[config.mk]
export PLATFORM = sky130hd
export DESIGN_NAME = spi_controller
export DESIGN_NICKNAME = d
export VERILOG_FILES = /design/src/rtl/spi_controller.sv
export SDC_FILE = /design/constraint.sdc
export NUM_CORES = 1
export LEC_CHECK = 0
export ABC_AREA = 1
export ABC_CLOCK_PERIOD_IN_PS = 3000
export BUFFER_PORTS_ARGS = -buffer_cell sky130_fd_sc_hd__clkbuf_2
export CAP_MARGIN = 20
export CORE_UTILIZATION = 50
export CTS_CLUSTER_SIZE = 10
export DETAILED_ROUTE_END_ITERATION = 10
export PLACE_DENSITY = 0.72
export SLEW_MARGIN = 20
export SYNTH_ARGS = -nofsm -noshare
export SYNTH_HDL_FRONTEND = slang
export SYNTH_SLANG_ARGS = --single-unit
[constraint.sdc]
create_clock -name clk -period 3 [get_ports clk]
set_input_delay 0.6 -clock clk [delete_from_list [all_inputs] [get_ports clk]]
set_output_delay 0.6 -clock clk [all_outputs]
set_load 0.01 [all_outputs]
[src/rtl/spi_controller.sv]
// SPI mode-0 master: one MSB-first byte per start/busy/done handshake.
// Define SPI_CTRL_BURST_EN to let keep_ss hold ss low across back-to-back bytes.
module spi_controller #(
  parameter int CLK_DIV = 4
) (
  input  logic       clk,
  input  logic       rst,
  input  logic       start,
  input  logic [7:0] tx_data,
  input  logic       keep_ss,
  output logic       busy,
  output logic       done,
  output logic [7:0] rx_data,
  output logic       ss,
  output logic       sclk,
  output logic       mosi,
  input  logic       miso
);

  typedef enum logic [2:0] {
    IDLE, LEAD, XFER, TRAIL, GAP, BURST
  } state_e;

  localparam int DW = (CLK_DIV > 1) ? $clog2(CLK_DIV) : 1;
  localparam logic [DW-1:0] DIV_LAST = DW'(CLK_DIV - 1);

  state_e      state_q, state_d;
  logic [DW-1:0] div_q, div_d;
  logic [2:0]  bit_q, bit_d;
  logic [7:0]  tx_q, tx_d;
  logic [7:0]  rx_sh_q, rx_sh_d;
  logic [7:0]  rx_data_q, rx_data_d;
  logic        busy_q, busy_d;
  logic        done_q, done_d;
  logic        ss_q, ss_d;
  logic        sclk_q, sclk_d;
  logic        mosi_q, mosi_d;
  logic        half_end;
  logic        accept;
`ifdef SPI_CTRL_BURST_EN
  logic        keep_q, keep_d;
`else
  logic        unused_keep_ss;
  assign unused_keep_ss = keep_ss;
`endif

  assign half_end = (div_q == DIV_LAST);
`ifdef SPI_CTRL_BURST_EN
  assign accept = start && !busy_q &&
                  (state_q == IDLE || state_q == BURST);
`else
  assign accept = start && !busy_q && (state_q == IDLE);
`endif

  always_comb begin
    state_d   = state_q;
    div_d     = div_q;
    bit_d     = bit_q;
    tx_d      = tx_q;
    rx_sh_d   = rx_sh_q;
    rx_data_d = rx_data_q;
    busy_d    = busy_q;
    done_d    = 1'b0;
    ss_d      = ss_q;
    sclk_d    = sclk_q;
    mosi_d    = mosi_q;
`ifdef SPI_CTRL_BURST_EN
    keep_d    = keep_q;
`endif
    if (state_q != IDLE && state_q != BURST) begin
      div_d = half_end ? '0 : div_q + DW'(1);
    end
    unique case (state_q)
      IDLE: begin
        busy_d = 1'b0;
        ss_d   = 1'b1;
        sclk_d = 1'b0;
        mosi_d = 1'b0;
        if (accept) begin
          tx_d    = tx_data;
          bit_d   = 3'd0;
          div_d   = '0;
          busy_d  = 1'b1;
          ss_d    = 1'b0;
          mosi_d  = tx_data[7];
          state_d = LEAD;
`ifdef SPI_CTRL_BURST_EN
          keep_d  = keep_ss;
`endif
        end
      end
      LEAD: begin
        if (half_end) state_d = XFER;
      end
      XFER: begin
        if (half_end) begin
          sclk_d = !sclk_q;
          // falling edge: miso has been stable for the whole high phase
          if (sclk_q) begin
            rx_sh_d = {rx_sh_q[6:0], miso};
            tx_d    = {tx_q[6:0], tx_q[7]};
            mosi_d  = tx_q[6];
            bit_d   = bit_q + 3'd1;
            if (bit_q == 3'd7) state_d = TRAIL;
          end
        end
      end
      TRAIL: begin
        if (half_end) begin
          rx_data_d = rx_sh_q;
          done_d    = 1'b1;
          state_d   = GAP;
          ss_d      = 1'b1;
          mosi_d    = 1'b0;
`ifdef SPI_CTRL_BURST_EN
          if (keep_q) begin
            state_d = BURST;
            ss_d    = 1'b0;
            busy_d  = 1'b0;
          end
`endif
        end
      end
      GAP: begin
        if (half_end) state_d = IDLE;
      end
      BURST: begin
        ss_d   = 1'b0;
        sclk_d = 1'b0;
        if (accept) begin
          tx_d    = tx_data;
          bit_d   = 3'd0;
          div_d   = '0;
          busy_d  = 1'b1;
          mosi_d  = tx_data[7];
          state_d = XFER;
`ifdef SPI_CTRL_BURST_EN
          keep_d  = keep_ss;
`endif
        end
      end
      default: state_d = IDLE;
    endcase
  end

  always_ff @(posedge clk) begin
    if (rst) begin
      state_q   <= IDLE;
      div_q     <= '0;
      bit_q     <= 3'd0;
      tx_q      <= 8'h00;
      rx_sh_q   <= 8'h00;
      rx_data_q <= 8'h00;
      busy_q    <= 1'b0;
      done_q    <= 1'b0;
      ss_q      <= 1'b1;
      sclk_q    <= 1'b0;
      mosi_q    <= 1'b0;
`ifdef SPI_CTRL_BURST_EN
      keep_q    <= 1'b0;
`endif
    end else begin
      state_q   <= state_d;
      div_q     <= div_d;
      bit_q     <= bit_d;
      tx_q      <= tx_d;
      rx_sh_q   <= rx_sh_d;
      rx_data_q <= rx_data_d;
      busy_q    <= busy_d;
      done_q    <= done_d;
      ss_q      <= ss_d;
      sclk_q    <= sclk_d;
      mosi_q    <= mosi_d;
`ifdef SPI_CTRL_BURST_EN
      keep_q    <= keep_d;
`endif
    end
  end

  assign busy    = busy_q;
  assign done    = done_q;
  assign rx_data = rx_data_q;
  assign ss      = ss_q;
  assign sclk    = sclk_q;
  assign mosi    = mosi_q;

endmodule

==> summary.md, run 1 <==
| Metric | Value |
|---|---|
| Req. time, crit path | approximately 3.2 ns |
| Tightest Pin Transition | 0.805 ns |
| CTS Root Cell | clkbuf_4 |
| I/O Pins | 26 |
| FF-to-FF Start | state_q[0] |
| Final period util | 0.652 |
| Post-Syn Area | between 1500 and 2000 um2 |
| Worst setup path startpoint | state_q[0] |
| H-tree depth | 2 |
| Clock Latency Late Sink | between 0.3 and 0.4 ns |
| Final Setup Violations | 0 |
| Slew Viols, Final | 0 |
| Layer with the highest usage | met2 |
| Grt met2 use | 0.303 |
| Worst Hold Depth | 2 |
| Filler Cell Count | around 320 |
| Max_slew headroom | 0.461 |
| Unrepaired setup endpoints after global routing | false |
| Detail Route Antenna Nets | 0 |
| CTS Buf Count | 5 |
| Residual DRC | 0 |
| Fin. Hold Viols | 0 |
| Commonest non-fill, non-tap cell in the layout | nand2_1 |
| Largest net degree at the start of global routing | 23 |
| Final setup TNS | 0 ns |
| Power density cells | about 780 nW/um2 |
| Initial Util | 0.532 |
| Initial antenna violation count | 0 |
| CTS Hold Buffers Added | 0 |
| Leak | ~0.82 nW |
| Most common cell on crit path | nand3_1 |
| Worst path bufs/invs | 0 |
| Flops & latches, synth | 37 |
| Pre-CTS WS | 1.03 ns |
| Finished Core Util | 0.585 |
| Commonest cells after routing, fill and taps aside | nand2_1 (58), nor2_1 (43), dfxtp_1 (37), clkbuf_2 (24), nand3_1 (19) |
| HP Class | flip-flop to flip-flop |
| Outcome | finished clean |
| Routed WL | 3160 um |
| Syn Nets | between 200 and 250 |
| Inserted Diodes | 0 |
| Crit path launch type | flip-flop |
| Fin nets | 268 |
| Layout cells sized above 1 | 0.167 |
| Crit path cell chain | nand2_1 -> nor2_1 -> nand2_2 -> nand3_1 -> nand3_1 |
| CP arrival | about 2.2 ns |
| Core ar. | 3100 um2 |
| GR Util met1 | 0.280 |
| M3 GR Usage | 0.0480 |
| X dimension of the die | approximately 59 um |
| DIE HEIGHT | 59.5 um |
| Gr ovfl total | 0 |
| Final worst slack | 1.04 ns |
| Maximum fanout along the worst path | 11 |
| Vias in the first global route | between 1000 and 1500 |
| R2R cell count | 5 |
| Worst-case clock skew | 0.0113 ns |
| Full die area | between 3000 and 4000 um2 |
| Worst vdd ir | between 0.4 and 0.5 mV |
| Clk sink count | 37 |
| Area growth syn-to-layout | 9.85% |
| Aggregate global-route resource usage | 0.206 |
| Cell count along the critical path | 5 |
| Peak Freq | 512 MHz |
| Drt pass-1 iters | 4 |
| First-pass GRT wire length | roughly 5400 um |
| GP Congestion | ~0.8 |
| Final min period | slightly below 2 ns |
| Worst Setup Path Type | flip-flop to flip-flop |
| Vias per inst | about 4.9 |
| 1st-iter DRT viols | 62 |
| # port buffers | 24 |
| Gate count after technology mapping | about 230 |
| Routed WL per cell | about 11 um |
| Syn_area_per_cell | between 7 and 8 um2 |
| Hold path start | rx_data[0] |
| Crit-path slowest cell | nor2_1 |
| DP HPWL | ~2200 um |
| Clock-pin slew on the worst setup and hold paths | between 0.1 and 0.15 ns |
| Critical path's top delay family | simple AND/OR/NAND/NOR gates |
| Vias | ~1400 |
| Synth Warn # | 0 |
| Max clock buf depth | 2 |
| Num rows | 20 |
| TritonCTS clock tree | yes |
| Crit path largest cell delay | a little over 0.6 ns |
| Max Cap Viol | 0 |
| Post-CTS setup buffers | 0 |
| CP endpoint kind | flip-flop |
| Post-CTS sizing | 0 |
| Cell variety after synth | 21 |
| Post-synthesis sequential area ratio | 0.448 |
flip-flops by register name, summed over array words and instances, names as in the netlist, 2 cells and up:
signal	count
tx_q	8
bit_q	3
rx_data	8
rx_sh_q	8
div_q	2
state_q	3
per-layer routing:
layer | wire length (um) | share of wire
met5 | 0 | 0
met4 | 61 | 0.019
met3 | 140 | 0.044
met2 | 1370 | 0.43
met1 | 1590 | 0.50
synthesized netlist by cell type, drive strengths merged:
cell type  instances  share of area
nor2              45           0.11
nor3               1         0.0099
o21ai             20          0.061
o211ai             1         0.0045
nand4              1         0.0038
dfxtp             37           0.45
clkbuf             5          0.011
a21oi             17          0.052
ha                 3          0.023
nand2             62           0.15
nand3             20          0.068
inv               13          0.030
buf                5          0.030
nand3b             1         0.0045
logic make-up after synthesis:
kind of cell | after synthesis | share of synthesized area
AND/OR/NAND/NOR | 130 | 0.342
AO/OA/AOI/OAI | 38 | 0.117
flip-flops | 37 | 0.448
buffers and inverters | 23 | 0.0704
adder cells (fa/ha/maj) | 3 | 0.0227
final cells by class:
class,instances,area (um2),area share
clock buffer,7,55.1,0.0303
sequential,37,741,0.408
tap,44,55.1,0.0303
inverter,13,48.8,0.0269
multi-input combinational,171,795,0.438
timing repair buffer,24,120,0.0662
worst paths after layout:
kind	to	slack, ns
worst max register to register	ss	1.04
worst max-delay path	ss	1.04
worst min-delay path	rx_data[0]	0.46
worst min register to register	rx_data[0]	0.46
through the flow:
stage / cells / cell area [um2] / hold slack (ns) / power (mW)
5_1_grt: 296 / 1810 / 0.488 / 1.56
2_1_floorplan: 231 / 1650 / 0.439 / 1.09
6_report: 296 / 1810 / 0.464 / 1.42
3_5_place_dp: 289 / 1760 / 0.453 / 1.17
3_3_place_gp: 289 / 1760 / 0.449 / 1.16
4_1_cts: 296 / 1810 / 0.468 / 1.43
tightest hold or removal path, cell delays in order, from the launching register on:
cell and delay [ns]:
dfxtp_1 0.32, nand2_1 0.06, a21oi_1 0.05
report_power, final:
| group | leakage (nW) | internal, mW | switching (mW) |
|---|---|---|---|
| Combinational | 0.492 | 0.170 | 0.351 |
| Clock | 0.0314 | 0.111 | 0.156 |
| Sequential | 0.301 | 0.574 | 0.0573 |
| Total | 0.825 | 0.854 | 0.565 |
No activity file was read; power rests on OpenSTA's default activity.
==> run 2, diff against run 1 <==
- ABC_AREA: 1 -> 0
- ABC_CLOCK_PERIOD_IN_PS: 3000 -> 1800
- clock period: 3 -> 1.8 ns (I/O delays scaled with it)
==> run 2 against run 1 <==
Effect of this change:
- die area is 1.5% higher
- critical path depth is 1 lower
- clock skew is 0.0062 ns lower
- sequential power is 38% higher
- sequential cell count stayed put
- non-clock buffer count is 9 higher
- via count is 3.1% lower
- critical path type unchanged
==> summary.md, run 2 <==
| Metric | Value |
|---|---|
| Outcome | finished clean (unchanged) |
| Vias | 1394 (was 1438) |
| Power Total | 1.51 mW (was 1.42 mW) |
| I/O Pins | 26 (unchanged) |
| R2R cell count | 4 (was 5) |
| Final period util | 0.933 (was 0.652) |
| Full die area | 3590 um2 (was 3540 um2) |
| Critical Path End | tx_q[3] (was ss) |
| Crit path launch type | flip-flop (unchanged) |
| Leak | 0.751 nW (was 0.825 nW) |
| Post-synthesis sequential area ratio | 0.441 (was 0.448) |
| GP Congestion | 0.823 (was 0.813) |
| First-pass GRT wire length | 5540 um (was 5440 um) |
| NetSw | 0.386 mW (was 0.565 mW) |
| Core ar. | 3130 um2 (was 3100 um2) |
| Power density cells | 798 nW/um2 (was 782 nW/um2) |
| Synth top area share | 0.441 (was 0.448) |
| Crit path cell chain | or2_1 -> a21oi_4 -> mux2i_1 -> a211oi_2 (was nand2_1 -> nor2_1 -> nand2_2 -> nand3_1 -> nand3_1) |
| Async SR Flop Fraction | 0 (unchanged) |
| Tightest Pin Transition | 0.745 ns (was 0.805 ns) |
| Fin nets | 234 (was 268) |
| Commonest non-fill, non-tap cell in the layout | nand2_1 (unchanged) |
| Int Power | 1.12 mW (was 0.854 mW) |
| Worst vdd ir | 0.514 mV (was 0.444 mV) |
| Detail Route Antenna Nets | 0 (unchanged) |
| Maximum fanout along the worst path | 11 (unchanged) |
| Largest net degree at the start of global routing | 38 (was 23) |
| TritonCTS clock tree | yes (unchanged) |
| Initial Util | 0.536 (was 0.532) |
| Worst Setup Path Type | flip-flop to flip-flop (unchanged) |
| FF-to-FF Start | state_q[0] (unchanged) |
| Finished Core Util | 0.604 (was 0.585) |
| Peak Freq | 596 MHz (was 512 MHz) |
| Aggregate global-route resource usage | 0.208 (was 0.206) |
| Gate count after technology mapping | 193 (was 231) |
| Inserted Diodes | 0 (unchanged) |
| Crit-path slowest cell | a21oi_4 (was nor2_1) |
| Number of enable flip-flop cells after synthesis | 0 (unchanged) |
| CP endpoint kind | flip-flop (unchanged) |
| Placed cell count | 255 (was 289) |
| CP arrival | 1.88 ns (was 2.17 ns) |
| Unrepaired setup endpoints after global routing | false (unchanged) |
| Most common cell in the netlist | nand2_1 (unchanged) |
| CTS Hold Buffers Added | 0 (unchanged) |
| Top post-synthesis cells by area | dfxtp_1 (44%), nand2_1 (8.9%), a21oi_1 (7.2%) (was dfxtp_1 (45%), nand2_1 (13%), nor2_1 (9.8%)) |
| Gr ovfl total | 0 (unchanged) |
| Post-Syn Area | 1680 um2 (was 1650 um2) |
| Flops & latches, synth | 37 (unchanged) |
| HP Class | input pin to flip-flop (was flip-flop to flip-flop) |
| Worst-case clock skew | 0.00511 ns (was 0.0113 ns) |
| Comb power frac | 0.127 (was 0.367) |
| Fin. Hold Viols | 0 (unchanged) |
| Synth Warn # | 0 (unchanged) |
| Syn Nets | 209 (was 247) |
| 1st-iter DRT viols | 56 (was 62) |
| Initial antenna violation count | 0 (unchanged) |
| Cell variety after synth | 41 (was 21) |
| DP HPWL | 2300 um (was 2170 um) |
| Finished Layout Cells | 262 (was 296) |
| Clock-pin slew on the worst setup and hold paths | 0.10 ns (was 0.11 ns) |
| Residual DRC | 0 (unchanged) |
| Worst setup path startpoint | state_q[0] (unchanged) |
| # port buffers | 24 (unchanged) |
| Crit path largest cell delay | 0.40 ns (was 0.62 ns) |
| Syn_area_per_cell | 8.69 um2 (was 7.15 um2) |
| Drt pass-1 iters | 4 (unchanged) |
| DIE HEIGHT | 59.9 um (was 59.5 um) |
| CTS Root Cell | clkbuf_4 (unchanged) |
| Num rows | 20 (unchanged) |
| Routed WL per cell | 12.5 um (was 10.7 um) |
| Part of the power in registers | 0.578 (was 0.445) |
| Synth top cells by count | nand2_1 (40), dfxtp_1 (37), a21oi_1 (24) (was nand2_1 (58), nor2_1 (43), dfxtp_1 (37)) |
| Routed WL | 3290 um (was 3160 um) |
| Worst r2r dst | tx_q[3] (was ss) |
| H-tree depth | 2 (unchanged) |
| Final worst slack | 0.121 ns (was 1.04 ns) |
| Max clock buf depth | 2 (unchanged) |
| Final min period | 1.68 ns (was 1.96 ns) |
| Clk sink count | 37 (unchanged) |
| Vias in the first global route | 1247 (was 1231) |
| Commonest cells after routing, fill and taps aside | nand2_1 (40), dfxtp_1 (37), a21oi_1 (24), clkbuf_2 (24), nor3_1 (11) (was nand2_1 (58), nor2_1 (43), dfxtp_1 (37), clkbuf_2 (24), nand3_1 (19)) |
| Req. time, crit path | 2.01 ns (was 3.22 ns) |
| Area growth syn-to-layout | 12.5% (was 9.85%) |
| Max Cap Viol | 0 (unchanged) |
| X dimension of the die | 59.9 um (was 59.5 um) |
| Pre-CTS WS | 0.0852 ns (was 1.03 ns) |
| Clock Power Share | 0.294 (was 0.188) |
| Clock Latency Late Sink | 0.34 ns (about the same) |
| Layout cells sized above 1 | 0.234 (was 0.167) |
| Synth area leader | dfxtp_1 (unchanged) |
| Most used DFF post-synth | dfxtp_1 (unchanged) |
| Final Setup Violations | 0 (unchanged) |
| Sw frac | 0.256 (was 0.398) |
| Final setup TNS | 0 ns (unchanged) |
| Max_slew headroom | 0.503 (was 0.461) |
| CTS Buf Count | 5 (unchanged) |
| Hold path start | miso (was rx_data[0]) |
| R2r setup slk | 0.12 ns (was 1.04 ns) |
| Slew Viols, Final | 0 (unchanged) |
| Vias per inst | 5.32 (was 4.86) |
==> run 2: cell types whose count changed in the layout (fill, tap and decap cells not counted), moves of 3 or more <==
| cell | before | now |
|---|---|---|
| o21ai_0 | 18 | 3 |
| nor2_1 | 43 | 3 |
| inv_1 | 9 | 2 |
| nand3_1 | 19 | 6 |
| a21oi_1 | 17 | 24 |
| a211oi_1 | 0 | 6 |
| nor3_1 | 0 | 11 |
| mux2i_1 | 0 | 8 |
| buf_4 | 0 | 9 |
| inv_2 | 4 | 0 |
| nand2_1 | 58 | 40 |
| nand2_2 | 3 | 0 |
==> run 2: worst min path at each step <==
| stage | to | depth (start not counted) | slack, ns |
|---|---|---|---|
| 6_report | rx_sh_q[0] | 3 | 0.23 |
| 5_1_grt | rx_sh_q[0] | 3 | 0.23 |
| 3_5_place_dp | rx_data[4] | 2 | 0.45 |
| 3_3_place_gp | rx_data[5] | 2 | 0.44 |
| 4_1_cts | rx_sh_q[0] | 3 | 0.23 |
| 2_1_floorplan | rx_data[7] | 2 | 0.43 |
==> run 2: area by class of cell <==
class	count	area, um2
fillers	275	1240
multi-input cells	139	842
flip-flops and latches	37	741
repair buffers	33	188
clock buffers	7	55.1
well taps	44	55.1
inverters	2	7.51
==> run 2: cell families after synthesis <==
kind of cell / synth area share
and+or+nand+nor: 0.231
AOI/OAI and AO/OA: 0.192
DFF: 0.441
buffers and inverters: 0.0597
muxes: 0.0477
adders and majority gates: 0.0224
xor gates and xnor gates: 0.00522
==> run 2: power by group through the flow <==
stage / combinational [mW] / sequential, mW / clock, mW
2_1_floorplan: 0.156 / 0.887 / 0
3_3_place_gp: 0.183 / 0.888 / 0
3_5_place_dp: 0.190 / 0.890 / 0
4_1_cts: 0.191 / 0.871 / 0.453
5_1_grt: 0.210 / 0.875 / 0.491
6_report: 0.192 / 0.871 / 0.443
==> run 2: repair_timing <==
action,CTS,global route
resized for setup,0,1
buffers inserted,0,0
endpoints found under the setup margin,0,1
endpoints found under the hold margin,0,0
==> run 2: critical path, delay by kind of cell, from the launching register on <==
| kind | cells | cell delay, ns |
|---|---|---|
| AO/OA/AOI/OAI | 2 | 0.49 |
| flip-flops | 1 | 0.39 |
| AND/OR/NAND/NOR | 1 | 0.39 |
| multiplexers | 1 | 0.27 |
==> run 2: metrics by stage <==
step	hold WS, ns	instance area [um2]
final	0.232	1890
after global routing	0.232	1890
after CTS	0.227	1880
after detailed placement	0.448	1830
after global placement	0.442	1830
after floorplan	0.432	1680
==> run 2: per-layer routing <==
metal | wire length [um] | up-vias | track usage
li1 | - | 732 | -
met1 | 1510 | 614 | 0.259
met2 | 1530 | 43 | 0.340
met3 | 187 | 5 | 0.0584
met4 | 53 | 0 | 0.0797
met5 | 0 | - | 0
==> run 3, diff against run 2 <==
- CORE_ASPECT_RATIO: unset -> 1.1
- CORE_MARGIN: unset -> 4
- SKIP_CTS_REPAIR_TIMING: unset -> 1
==> run 3 against run 2 <==
Effect of this change:
- combinational power hardly changed
- utilization is 0.46 points lower
- clock skew is 0.0081 ns higher
- critical path type unchanged
- largest power group unchanged
- highest routed layer unchanged
==> summary.md, run 3 (synthesis results as in run 2) <==
| Metric | Value |
|---|---|
| Outcome | finished clean (unchanged) |
| Clock-pin slew on the worst setup and hold paths | 0.11 ns (was 0.10 ns) |
| CTS Root Cell | clkbuf_4 (unchanged) |
| Crit path cell chain | buf_4 -> or4b_4 -> a21oi_2 -> nand2_1 -> a311oi_1 (was or2_1 -> a21oi_4 -> mux2i_1 -> a211oi_2) |
| I/O Pins | 26 (unchanged) |
| Core ar. | 3130 um2 (about the same) |
| CP endpoint kind | flip-flop (unchanged) |
| Commonest non-fill, non-tap cell in the layout | nand2_1 (unchanged) |
| DP HPWL | 2500 um (was 2300 um) |
| Clk sink count | 37 (unchanged) |
| Gr ovfl total | 0 (unchanged) |
| Largest net degree at the start of global routing | 38 (unchanged) |
| First-pass GRT wire length | 5900 um (was 5540 um) |
| Vias | 1449 (was 1394) |
| Routed WL | 3490 um (was 3290 um) |
| TritonCTS clock tree | yes (unchanged) |
| Vias in the first global route | 1295 (was 1247) |
| Detail Route Antenna Nets | 0 (unchanged) |
| Vias per inst | 5.75 (was 5.32) |
| Power Total | 1.54 mW (was 1.51 mW) |
| Crit-path slowest cell | or4b_4 (was a21oi_4) |
| Num rows | 21 (was 20) |
| DIE HEIGHT | 68.8 um (was 59.9 um) |
| CTS Buf Count | 5 (unchanged) |
| H-tree depth | 2 (unchanged) |
| Aggregate global-route resource usage | 0.175 (was 0.208) |
| Final period util | 0.955 (was 0.933) |
| Fin. Hold Viols | 0 (unchanged) |
| Full die area | 4350 um2 (was 3590 um2) |
| Req. time, crit path | 2.03 ns (was 2.01 ns) |
| Max clock buf depth | 2 (unchanged) |
| Routed WL per cell | 13.8 um (was 12.5 um) |
| Worst-case clock skew | 0.0132 ns (was 0.00511 ns) |
| Layout cells sized above 1 | 0.234 (unchanged) |
| Commonest cells after routing, fill and taps aside | nand2_1 (40), dfxtp_1 (37), a21oi_1 (24), clkbuf_2 (24), nor3_1 (11) (unchanged) |
| 1st-iter DRT viols | 60 (was 56) |
| Area growth syn-to-layout | 11.6% (was 12.5%) |
| # port buffers | 24 (unchanged) |
| Crit path launch type | flip-flop (unchanged) |
| HP Class | input pin to flip-flop (unchanged) |
| Residual DRC | 0 (unchanged) |
| Leak | 0.751 nW (about the same) |
| Tightest Pin Transition | 0.777 ns (was 0.745 ns) |
| Slew Viols, Final | 0 (unchanged) |
| CP arrival | 1.95 ns (was 1.88 ns) |
| Peak Freq | 582 MHz (was 596 MHz) |
| Maximum fanout along the worst path | 13 (was 11) |
| Initial Util | 0.537 (was 0.536) |
| Crit path largest cell delay | 0.54 ns (was 0.40 ns) |
| Filler Cell Count | 292 (was 275) |
| Clock Latency Late Sink | 0.35 ns (was 0.34 ns) |
| Worst vdd ir | 0.461 mV (was 0.514 mV) |
| Fin nets | 233 (was 234) |
| Final min period | 1.72 ns (was 1.68 ns) |
| Worst Setup Path Type | flip-flop to flip-flop (unchanged) |
| Drt pass-1 iters | 4 (unchanged) |
| Unrepaired setup endpoints after global routing | false (unchanged) |
| Inserted Diodes | 0 (unchanged) |
| Max_slew headroom | 0.482 (was 0.503) |
| Initial antenna violation count | 0 (unchanged) |
| X dimension of the die | 63.2 um (was 59.9 um) |
| Max Cap Viol | 0 (unchanged) |
| GP Congestion | 0.849 (was 0.823) |
| Power density cells | 821 nW/um2 (was 798 nW/um2) |
| Final Setup Violations | 0 (unchanged) |
| Final setup TNS | 0 ns (unchanged) |
[run 3: cell types whose count changed in the layout (fill, tap and decap cells not counted)]
cell / before / now
buf_4: 9 / 8
clkbuf_1: 1 / 0
clkinv_2: 0 / 1
clkinv_4: 0 / 1
or3_1: 2 / 3
or3_4: 1 / 0
[run 3: critical path: cells and delay by family (launching register included)]
| family | cells | cell delay (ns) |
|---|---|---|
| compound gates | 2 | 0.47 |
| buf+inv | 1 | 0.18 |
| flops | 1 | 0.35 |
| simple gates | 2 | 0.61 |
[run 3: layer usage]
metal	GRT usage	part of all wire
met5	0	0
met4	0.0701	0.014
met3	0.0502	0.044
met2	0.303	0.48
met1	0.209	0.46
[run 3: metrics by stage]
step                       util  instances  hold WS [ns]  worst slack, ns  cell area, um2
after global routing      0.599        252         0.215          0.00868            1870
final                     0.599        252         0.222           0.0811            1870
after global placement    0.578        244         0.442            0.172            1810
after CTS                 0.599        252         0.210           0.0883            1870
after detailed placement  0.578        244         0.446            0.113            1810
after floorplan               -        193         0.432            0.277            1680
[run 3: layout make-up]
type	instances	area [um2]	share of cell area
multi-input cells	139	837	0.447
flip-flops and latches	37	741	0.395
repair buffers	32	180	0.0962
clock buffers	6	51.3	0.0274
well taps	34	42.5	0.0227
clock inverters	2	13.8	0.00735
inverters	2	7.51	0.00401
[run 3: power by group]
part / total, mW / switching, mW / internal, mW
Clock: 0.474 / 0.284 / 0.190
Combinational: 0.193 / 0.108 / 0.0845
Sequential: 0.871 / 0.0209 / 0.850
Total: 1.54 / 0.413 / 1.13
[run 3: final timing paths]
path                            cells after the start        from          to  slack, ns
worst max-delay path                                5  state_q[0]        mosi       0.08
worst min-delay path                                3        miso  rx_sh_q[0]       0.22
worst min register to register                      2  rx_data[0]  rx_data[0]       0.46
worst max register to register                      5  state_q[0]        mosi       0.08
